## src/rtl/sys_cmd_ctrl.sv

```systemverilog
// Byte-serial command controller: decodes UART frames into register-file writes/reads,
// ALU operations and burst reads, and pushes response bytes into the TX FIFO.
//
// state    | meaning
// ---------+-----------------------------------------------
// IDLE     | waiting for opcode byte
// WR_ADDR  | write frame, waiting for address byte
// WR_DATA  | write frame, waiting for data byte
// RD_ADDR  | read frame, waiting for address byte
// RD_WAIT  | read issued, waiting for rf_rd_valid
// OP_A     | ALU frame, waiting for operand A (to reg 0)
// OP_B     | ALU frame, waiting for operand B (to reg 1)
// OP_FUNC  | waiting for ALU function byte
// ALU_WAIT | ALU started, waiting for alu_valid
// TX_LO    | pushing read byte or ALU low byte
// TX_HI    | pushing ALU high byte
// BR_ADDR  | burst frame, waiting for start address
// BR_CNT   | burst frame, waiting for byte count
// BR_RD    | burst read strobe cycle
// BR_WAIT  | burst, waiting for rf_rd_valid
// BR_TX    | burst, pushing current byte
module sys_cmd_ctrl #(
  parameter int DATA_WIDTH = 8,
  parameter int ADDR_WIDTH = 4,
  parameter int FUNC_WIDTH = 4,
  parameter int BURST_MAX  = 8
) (
  input  logic                    CLK,
  input  logic                    RST,
  input  logic [DATA_WIDTH-1:0]   rx_data,
  input  logic                    rx_valid,
  output logic [ADDR_WIDTH-1:0]   rf_addr,
  output logic                    rf_wr_en,
  output logic                    rf_rd_en,
  output logic [DATA_WIDTH-1:0]   rf_wr_data,
  input  logic [DATA_WIDTH-1:0]   rf_rd_data,
  input  logic                    rf_rd_valid,
  output logic [FUNC_WIDTH-1:0]   alu_func,
  output logic                    alu_en,
  output logic                    alu_clk_en,
  input  logic [2*DATA_WIDTH-1:0] alu_out,
  input  logic                    alu_valid,
  output logic [DATA_WIDTH-1:0]   tx_data,
  output logic                    tx_wr,
  input  logic                    tx_full,
  output logic                    busy,
  output logic                    cmd_err
);

  localparam logic [DATA_WIDTH-1:0] OPC_WR    = DATA_WIDTH'(8'hAA);
  localparam logic [DATA_WIDTH-1:0] OPC_RD    = DATA_WIDTH'(8'hBB);
  localparam logic [DATA_WIDTH-1:0] OPC_ALU_O = DATA_WIDTH'(8'hCC);
  localparam logic [DATA_WIDTH-1:0] OPC_ALU   = DATA_WIDTH'(8'hDD);
  localparam logic [DATA_WIDTH-1:0] OPC_BURST = DATA_WIDTH'(8'hEE);
  localparam logic [DATA_WIDTH-1:0] BURST_LIM = DATA_WIDTH'(BURST_MAX);
  localparam logic [DATA_WIDTH-1:0] ONE_BYTE  = DATA_WIDTH'(1);

  typedef enum logic [3:0] {
    IDLE, WR_ADDR, WR_DATA, RD_ADDR, RD_WAIT, OP_A, OP_B, OP_FUNC,
    ALU_WAIT, TX_LO, TX_HI, BR_ADDR, BR_CNT, BR_RD, BR_WAIT, BR_TX
  } state_t;

  state_t                  state;
  logic [ADDR_WIDTH-1:0]   addr_q;
  logic [DATA_WIDTH-1:0]   cnt_q;
  logic [DATA_WIDTH-1:0]   res_hi_q;
  logic                    two_byte_q;
  logic                    tx_req_q;
  logic                    no_rx_st;

  // tx_req_q holds the pending byte; the write itself is gated by the live full flag
  assign tx_wr = tx_req_q & ~tx_full;
  assign busy  = (state != IDLE);

  assign no_rx_st = (state == RD_WAIT) || (state == ALU_WAIT) || (state == TX_LO) ||
                    (state == TX_HI) || (state == BR_RD) || (state == BR_WAIT) ||
                    (state == BR_TX);

  always_ff @(posedge CLK) begin
    if (RST) begin
      state      <= IDLE;
      addr_q     <= '0;
      cnt_q      <= '0;
      res_hi_q   <= '0;
      two_byte_q <= 1'b0;
      tx_req_q   <= 1'b0;
      tx_data    <= '0;
      rf_addr    <= '0;
      rf_wr_en   <= 1'b0;
      rf_rd_en   <= 1'b0;
      rf_wr_data <= '0;
      alu_func   <= '0;
      alu_en     <= 1'b0;
      alu_clk_en <= 1'b0;
      cmd_err    <= 1'b0;
    end else begin
      rf_wr_en <= 1'b0;
      rf_rd_en <= 1'b0;
      alu_en   <= 1'b0;
      cmd_err  <= 1'b0;
      if (rx_valid && no_rx_st)
        cmd_err <= 1'b1;

      case (state)
        IDLE: begin
          if (rx_valid) begin
            case (rx_data)
              OPC_WR:    state <= WR_ADDR;
              OPC_RD:    state <= RD_ADDR;
              OPC_ALU_O: state <= OP_A;
              OPC_ALU:   state <= OP_FUNC;
              OPC_BURST: state <= BR_ADDR;
              default:   cmd_err <= 1'b1;
            endcase
          end
        end
        WR_ADDR: begin
          if (rx_valid) begin
            addr_q <= rx_data[ADDR_WIDTH-1:0];
            state  <= WR_DATA;
          end
        end
        WR_DATA: begin
          if (rx_valid) begin
            rf_wr_en   <= 1'b1;
            rf_addr    <= addr_q;
            rf_wr_data <= rx_data;
            state      <= IDLE;
          end
        end
        RD_ADDR: begin
          if (rx_valid) begin
            rf_rd_en <= 1'b1;
            rf_addr  <= rx_data[ADDR_WIDTH-1:0];
            state    <= RD_WAIT;
          end
        end
        RD_WAIT: begin
          if (rf_rd_valid) begin
            tx_data    <= rf_rd_data;
            tx_req_q   <= 1'b1;
            two_byte_q <= 1'b0;
            state      <= TX_LO;
          end
        end
        OP_A: begin
          if (rx_valid) begin
            rf_wr_en   <= 1'b1;
            rf_addr    <= '0;
            rf_wr_data <= rx_data;
            state      <= OP_B;
          end
        end
        OP_B: begin
          if (rx_valid) begin
            rf_wr_en   <= 1'b1;
            rf_addr    <= ADDR_WIDTH'(1);
            rf_wr_data <= rx_data;
            state      <= OP_FUNC;
          end
        end
        OP_FUNC: begin
          if (rx_valid) begin
            alu_en     <= 1'b1;
            alu_clk_en <= 1'b1;
            alu_func   <= rx_data[FUNC_WIDTH-1:0];
            state      <= ALU_WAIT;
          end
        end
        ALU_WAIT: begin
          if (alu_valid) begin
            alu_clk_en <= 1'b0;
            alu_func   <= '0;
            tx_data    <= alu_out[DATA_WIDTH-1:0];
            res_hi_q   <= alu_out[2*DATA_WIDTH-1:DATA_WIDTH];
            tx_req_q   <= 1'b1;
            two_byte_q <= 1'b1;
            state      <= TX_LO;
          end
        end
        TX_LO: begin
          if (tx_wr) begin
            if (two_byte_q) begin
              tx_data <= res_hi_q;
              state   <= TX_HI;
            end else begin
              tx_req_q <= 1'b0;
              state    <= IDLE;
            end
          end
        end
        TX_HI: begin
          if (tx_wr) begin
            tx_req_q <= 1'b0;
            state    <= IDLE;
          end
        end
        BR_ADDR: begin
          if (rx_valid) begin
            addr_q <= rx_data[ADDR_WIDTH-1:0];
            state  <= BR_CNT;
          end
        end
        BR_CNT: begin
          if (rx_valid) begin
            if (rx_data == '0 || rx_data > BURST_LIM) begin
              cmd_err <= 1'b1;
              state   <= IDLE;
            end else begin
              cnt_q    <= rx_data;
              rf_rd_en <= 1'b1;
              rf_addr  <= addr_q;
              state    <= BR_RD;
            end
          end
        end
        BR_RD: state <= BR_WAIT;
        BR_WAIT: begin
          if (rf_rd_valid) begin
            tx_data  <= rf_rd_data;
            tx_req_q <= 1'b1;
            state    <= BR_TX;
          end
        end
        BR_TX: begin
          if (tx_wr) begin
            tx_req_q <= 1'b0;
            if (cnt_q == ONE_BYTE) begin
              state <= IDLE;
            end else begin
              cnt_q    <= cnt_q - ONE_BYTE;
              addr_q   <= addr_q + 1'b1;
              rf_addr  <= addr_q + 1'b1;
              rf_rd_en <= 1'b1;
              state    <= BR_RD;
            end
          end
        end
        default: state <= IDLE;
      endcase
    end
  end

endmodule

```

## config.mk

```make
export PLATFORM = sky130hd
export DESIGN_NAME = sys_cmd_ctrl
export DESIGN_NICKNAME = d
export VERILOG_FILES = /design/src/rtl/sys_cmd_ctrl.sv
export SDC_FILE = /design/constraint.sdc
export NUM_CORES = 1
export LEC_CHECK = 0
export CAP_MARGIN = 15
export CORE_MARGIN = 3
export CORE_UTILIZATION = 45
export DETAILED_ROUTE_END_ITERATION = 7
export HOLD_SLACK_MARGIN = 0.05
export PLACE_DENSITY = 0.76
export SLEW_MARGIN = 20
export SYNTH_ARGS = -nofsm -noshare
export SYNTH_HDL_FRONTEND = slang
export SYNTH_SLANG_ARGS = --single-unit
```

## constraint.sdc

```tcl
create_clock -name CLK -period 2.9 [get_ports CLK]
set_input_delay 0.725 -clock CLK [delete_from_list [all_inputs] [get_ports CLK]]
set_output_delay 0.725 -clock CLK [all_outputs]
set_load 0.05 [all_outputs]
```

# Word level (Yosys, flattened, before mapping)
# Index checks and enable logic that the tools add are counted.
# op_classes
add_sub_neg	2
n_lt_le_gt_ge	1
eq_ne	44
n_mux	64
bitwise	4
n_reduce_logical	35
# ops
op	n
$mux 4	26
$mux 8	8
$pmux 4 s16	1
$eq 8x8->1 const B	5
$ne 2x2->1 const B	19
$eq 4x4->1 const B	8
$pmux 4 s6	1
$pmux 8 s3	1
$pmux 4 s5	1
$mux 1	18
$eq 4x3->1 const B	4
$pmux 4 s2	2
$pmux 8 s2	1
$reduce_and 16->1	1
$reduce_and 5->1	2
$reduce_or 2->1	5
$reduce_and 9->1	1
$eq 4x2->1 const B	2
$eq 8x1->1 const B	1
$gt 8x4->1 const B	1
$logic_not 8->1	1
$reduce_bool 2->1	4
$reduce_bool 4->1	2
$sub 8x1->8 const B	1
other kinds (20)	34
# word_totals
register_bits	55
input_bits	38
wordCells	165

# Logic depth before layout (Yosys ltp)
# logic_depth
word_depth	12
mapped_depth	9
ltp_nobuf	7

# Worst setup path before layout
# OpenSTA, ideal clock, no wires.
# synth_timing
path_type	input-to-reg
startpoint	input port rx_data[1]
endpoint	register cnt_q[0]
setup_ps	135
arrival_time_ps	2111
setup_slack_ps	653
path_stages	7
path_cell_list	clkbuf_2 -> or4_4 -> and4_4 -> a21o_1 -> buf_2 -> a21oi_1 -> a311oi_2
# synth_between
elab_chain_len	4
elab_cells_between_ends	5
# synth_lines
item	line_no	source
from (decl)	30	input logic [DATA_WIDTH-1:0] rx_data,
$gt 8x4->1 / $logic_not 8->1 (equally long branches)	206	if (rx_data == '0 || rx_data > BURST_LIM) begin
$logic_or 1x1->1 *	206	
$ne 2x2->1 (no line) *	n/a	
$reduce_and 5->1 (no line) *	n/a	
to (signal assigned)	210	cnt_q <= rx_data;
to (signal assigned)	231	cnt_q <= cnt_q - ONE_BYTE;
to (decl)	65	logic [DATA_WIDTH-1:0] cnt_q;
# Every way passes the cells marked *; elsewhere a longest branch is shown, timed or not.
# A chain may end at the register's enable or synchronous reset.

# Worst setup path in the final report
# layout_timing
startpoint	register state[0]
endpoint	output port busy
# layout_between
elab_chain_len	1
# layout_lines
item	line_no	source
from (decl)	63	state_t state;
from (signal assigned)	81	state <= IDLE;
from (signal assigned)	108	OPC_WR: state <= WR_ADDR;
from (signal assigned)	109	OPC_RD: state <= RD_ADDR;
$reduce_bool 4->1	73	assign busy = (state != IDLE);
to (decl)	46	output logic busy,
# Every way passes these cells.

==> PnR_summary.wiki <==
{| class="wikitable"
! Metric !! Value
|-
| Run status || completed
|-
| Congestion Overflow GR || 0
|-
| Maximum capacitance violations || 0
|-
| Post-synthesis net count || between 400 and 500
|-
| Top-level I/O count || 69
|-
| Kind of start point of the critical path || register
|-
| Vias after detailed routing || 3240
|-
| First element of the critical path || state[0]
|-
| Number of post-CTS setup repair buffers || 0
|-
| Count of unresolved DRC violations after routing || 0
|-
| DRT antenna net count || 0
|-
| Clock buffers created by TritonCTS || 5
|-
| CP max FO || 3
|-
| Cell internal power dissipation || 1.55 mW
|-
| Count of routing violations after the opening detailed-route iteration || 194
|-
| Cell-by-cell listing of the critical path || or4_4 -> clkdlybuf4s50_1
|-
| Detailed placement HPWL || 6620 µm
|-
| Top cells by area, synth || dfxtp_1 33%, a21oi_1 6.4%, nand2_1 5.8%
|-
| Largest net degree at the start of global routing || 36
|-
| RSZ-0062 raised after global routing || false
|-
| Clock latency of the later-clocked register in the worst-skew pair || 320 ps
|-
| Count of flip-flops with a built-in enable after synthesis || 0
|-
| Ys async rst share || 0%
|-
| Share of the synthesized area in the top cell type || 32.5%
|-
| Root Buffer Master || clkbuf_8
|-
| Antenna fix cells || 0
|-
| Via count of the first global-routing pass || 3071
|-
| Area of the mapped netlist || between 0.003 and 0.004 mm²
|-
| Clock tree sinks || 55
|-
| Clock edge transition at the registers on the reported setup and hold paths || 90 ps
|-
| Input/output buffers || 68
|-
| Net switching component of the power || around 0.89 mW
|-
| Class of the most critical setup path || register to output port
|-
| Avg Cell Area, Syn || 8.12 µm²
|-
| Top cells by instance count after synthesis || 55 x dfxtp_1, 52 x nand2_1, 43 x a21oi_1
|-
| GP Congestion || 0.922
|-
| R2R Path End || tx_data[0]
|-
| GRT Overall Usage || between 20% and 30%
|-
| Drt total wl || approximately 9000 µm
|-
| Clk pwr share || 24.8%
|-
| Crit-path slowest cell || clkdlybuf4s50_1
|-
| Detailed-routing iteration count for the pre-antenna-repair pass || 4
|-
| Origin of the critical flop-to-flop path || state[2]
|-
| Capture point of the worst path || busy
|-
| Final-stage net count || 518
|-
| Final setup skew || 11.6 ps
|-
| Critical path data arrival time || 1930 ps
|-
| Worst ir drop on vdd || around 0.3 mV
|-
| Crit path largest cell delay || ~730 ps
|-
| Total die area || roughly 0.0086 mm²
|-
| Antenna violations before repair || 0
|-
| Y dimension of the die || 92.7 µm
|-
| Fraction of final layout cells with drive strength greater than 1 || 10.3%
|-
| Leak || 1.53 nW
|-
| Ratio of final minimum period to clock period || 91.4%
|-
| Hold buffer count at cts || 0
|-
| CP Capture Type || output port
|-
| Final critical delay including setup and external delays || 2650 ps
|-
| Clk buf depth || 2
|-
| Final-layout fill cell count || about 660
|-
| Routed len/inst || 15.7 µm
|-
| Relative contribution of sequential cells to total power || 35.2%
|-
| WHS || 460 ps
|-
| PD cells || 571 mW/mm²
|-
| Number of placement rows || 30
|-
| Die extent in x || 92.7 µm
|-
| CTS tree || done
|-
| Setup tns final || 0 ps
|-
| Number of resized instances in the post-cts repair step || 0
|-
| Layout-stage area growth over the synthesis result || 26.1%
|-
| Fraction of the yosys area taken by sequential cells || around 33%
|-
| Count of final hold-check violations || 0
|-
| Required time of the critical path || around 2200 ps
|-
| Worst-Margin Slew || 986 ps
|-
| Register bit total from synthesis || 55
|-
| Yosys synthesis warning count || 0
|-
| Initial standard-cell utilization of the core || 48.0%
|-
| Hold WC Path Type || register to register
|-
| Sw Ratio || between 30% and 40%
|-
| H-tree lvl count || 2
|-
| Register-to-register path setup slack || 790 ps
|-
| Number of buffers and inverters on the critical path || 1
|-
| Relative max-transition margin || 34.3%
|-
| Number of cells on the worst reg-to-reg path || 6
|-
| Upper clock frequency limit || 377 MHz
|-
| Most frequent cell after synthesis || dfxtp_1
|-
| Combinational share of power || approximately 40%
|-
| First-pass GRT wire length || approximately 15000 µm
|-
| Max Slew Vio Count || 0
|-
| Cell taking the most area after synthesis || dfxtp_1
|-
| Critical path depth in cells || 2
|-
| Number of different library cells in the post-synthesis netlist || slightly below 70
|-
| Final count of negative-setup-slack endpoints || 0
|-
| Cell family with most CP delay || buffers and inverters
|-
| Floorplan Core Area || between 0.007 and 0.008 mm²
|-
| Vias per cell || 5.64
|-
| Dominant register cell in the synthesized netlist || dfxtp_1
|-
| Count of mapped cells out of synthesis || around 420
|}
## final cells by class
type | instances | area, µm² | area share, %
tap | 96 | 120 | 2.81
sequential | 55 | 1100 | 25.8
clock inverter | 2 | 60.1 | 1.41
multi-input combinational | 319 | 2040 | 47.7
timing repair buffer | 88 | 848 | 19.9
clock buffer | 6 | 72.6 | 1.70
inverter | 8 | 30.0 | 0.703
## flip-flops by register name, summed over array words and instances (netlist names)
register / flops
rf_wr_en: 1
alu_clk_en: 1
cmd_err: 1
tx_data: 8
cnt_q: 8
alu_en: 1
rf_wr_data: 8
rf_addr: 4
alu_func: 4
tx_req_q: 1
two_byte_q: 1
state: 4
res_hi_q: 8
addr_q: 4
rf_rd_en: 1
## worst register-to-register path: stages, from the launching register on
cell	delay, ps
dfxtp_1	320
buf_4	210
xnor2_1	310
o21ai_1	100
a22oi_1	790
or4_1	230
nand2_1	50
## through the flow
stage / cell area [µm²] / instances / setup slack, ps / total power, mW / utilization (%)
final: 4270 / 574 / 250 / 2.44 / 60.5
after CTS: 4270 / 574 / 237 / 2.44 / 60.5
after global routing: 4270 / 574 / 215 / 2.57 / 60.5
after global placement: 4140 / 566 / 257 / 1.83 / 58.6
after floorplan: 3390 / 417 / 653 / 1.59 / -
after detailed placement: 4140 / 566 / 159 / 1.84 / 58.6
## metal layers
metal | wire [µm] | GRT usage [%]
met1 | 3970 | 27.3
met2 | 4270 | 35.3
met3 | 604 | 4.87
met4 | 165 | 6.11
met5 | 0 | 0
## worst min path at each step
stage               depth (start not counted)   startpoint          end  slack [ps]
floorplan                                   2  res_hi_q[0]  res_hi_q[0]         440
global placement                            2   alu_clk_en   alu_clk_en         450
detailed placement                          2   alu_clk_en   alu_clk_en         450
CTS                                         2   alu_clk_en   alu_clk_en         460
global route                                2  res_hi_q[4]  res_hi_q[4]         490
finish                                      2   alu_clk_en   alu_clk_en         460
## layout by cell type (no fill, tap or decap), types with 9 or more instances in the layout
| master | n |
|---|---|
| a21oi_1 | 43 |
| a32o_1 | 9 |
| buf_4 | 19 |
| clkdlybuf4s50_1 | 66 |
| dfxtp_1 | 55 |
| mux2i_1 | 14 |
| nand2_1 | 52 |
| nor2_1 | 33 |
| nor2b_1 | 18 |
| o21ai_0 | 25 |
## power groups by stage
stage / Sequential [mW] / Combinational, mW / Clock, mW
final: 0.857 / 0.977 / 0.604
after global routing: 0.867 / 1.06 / 0.643
after CTS: 0.858 / 0.974 / 0.611
after detailed placement: 0.875 / 0.969 / 0
after global placement: 0.873 / 0.953 / 0
after floorplan: 0.979 / 0.614 / 0
## cell families after synthesis
logic type	count (synthesis)	share of synthesized area (%)
flip-flops	55	32.5
buffers and inverters	43	7.32
AO/OA/AOI/OAI	128	25.8
adder cells (fa/ha/maj)	3	1.11
XOR/XNOR	6	1.55
AND/OR/NAND/NOR	167	27.2
multiplexers	15	4.47
Power figures use the tool's default switching activity.
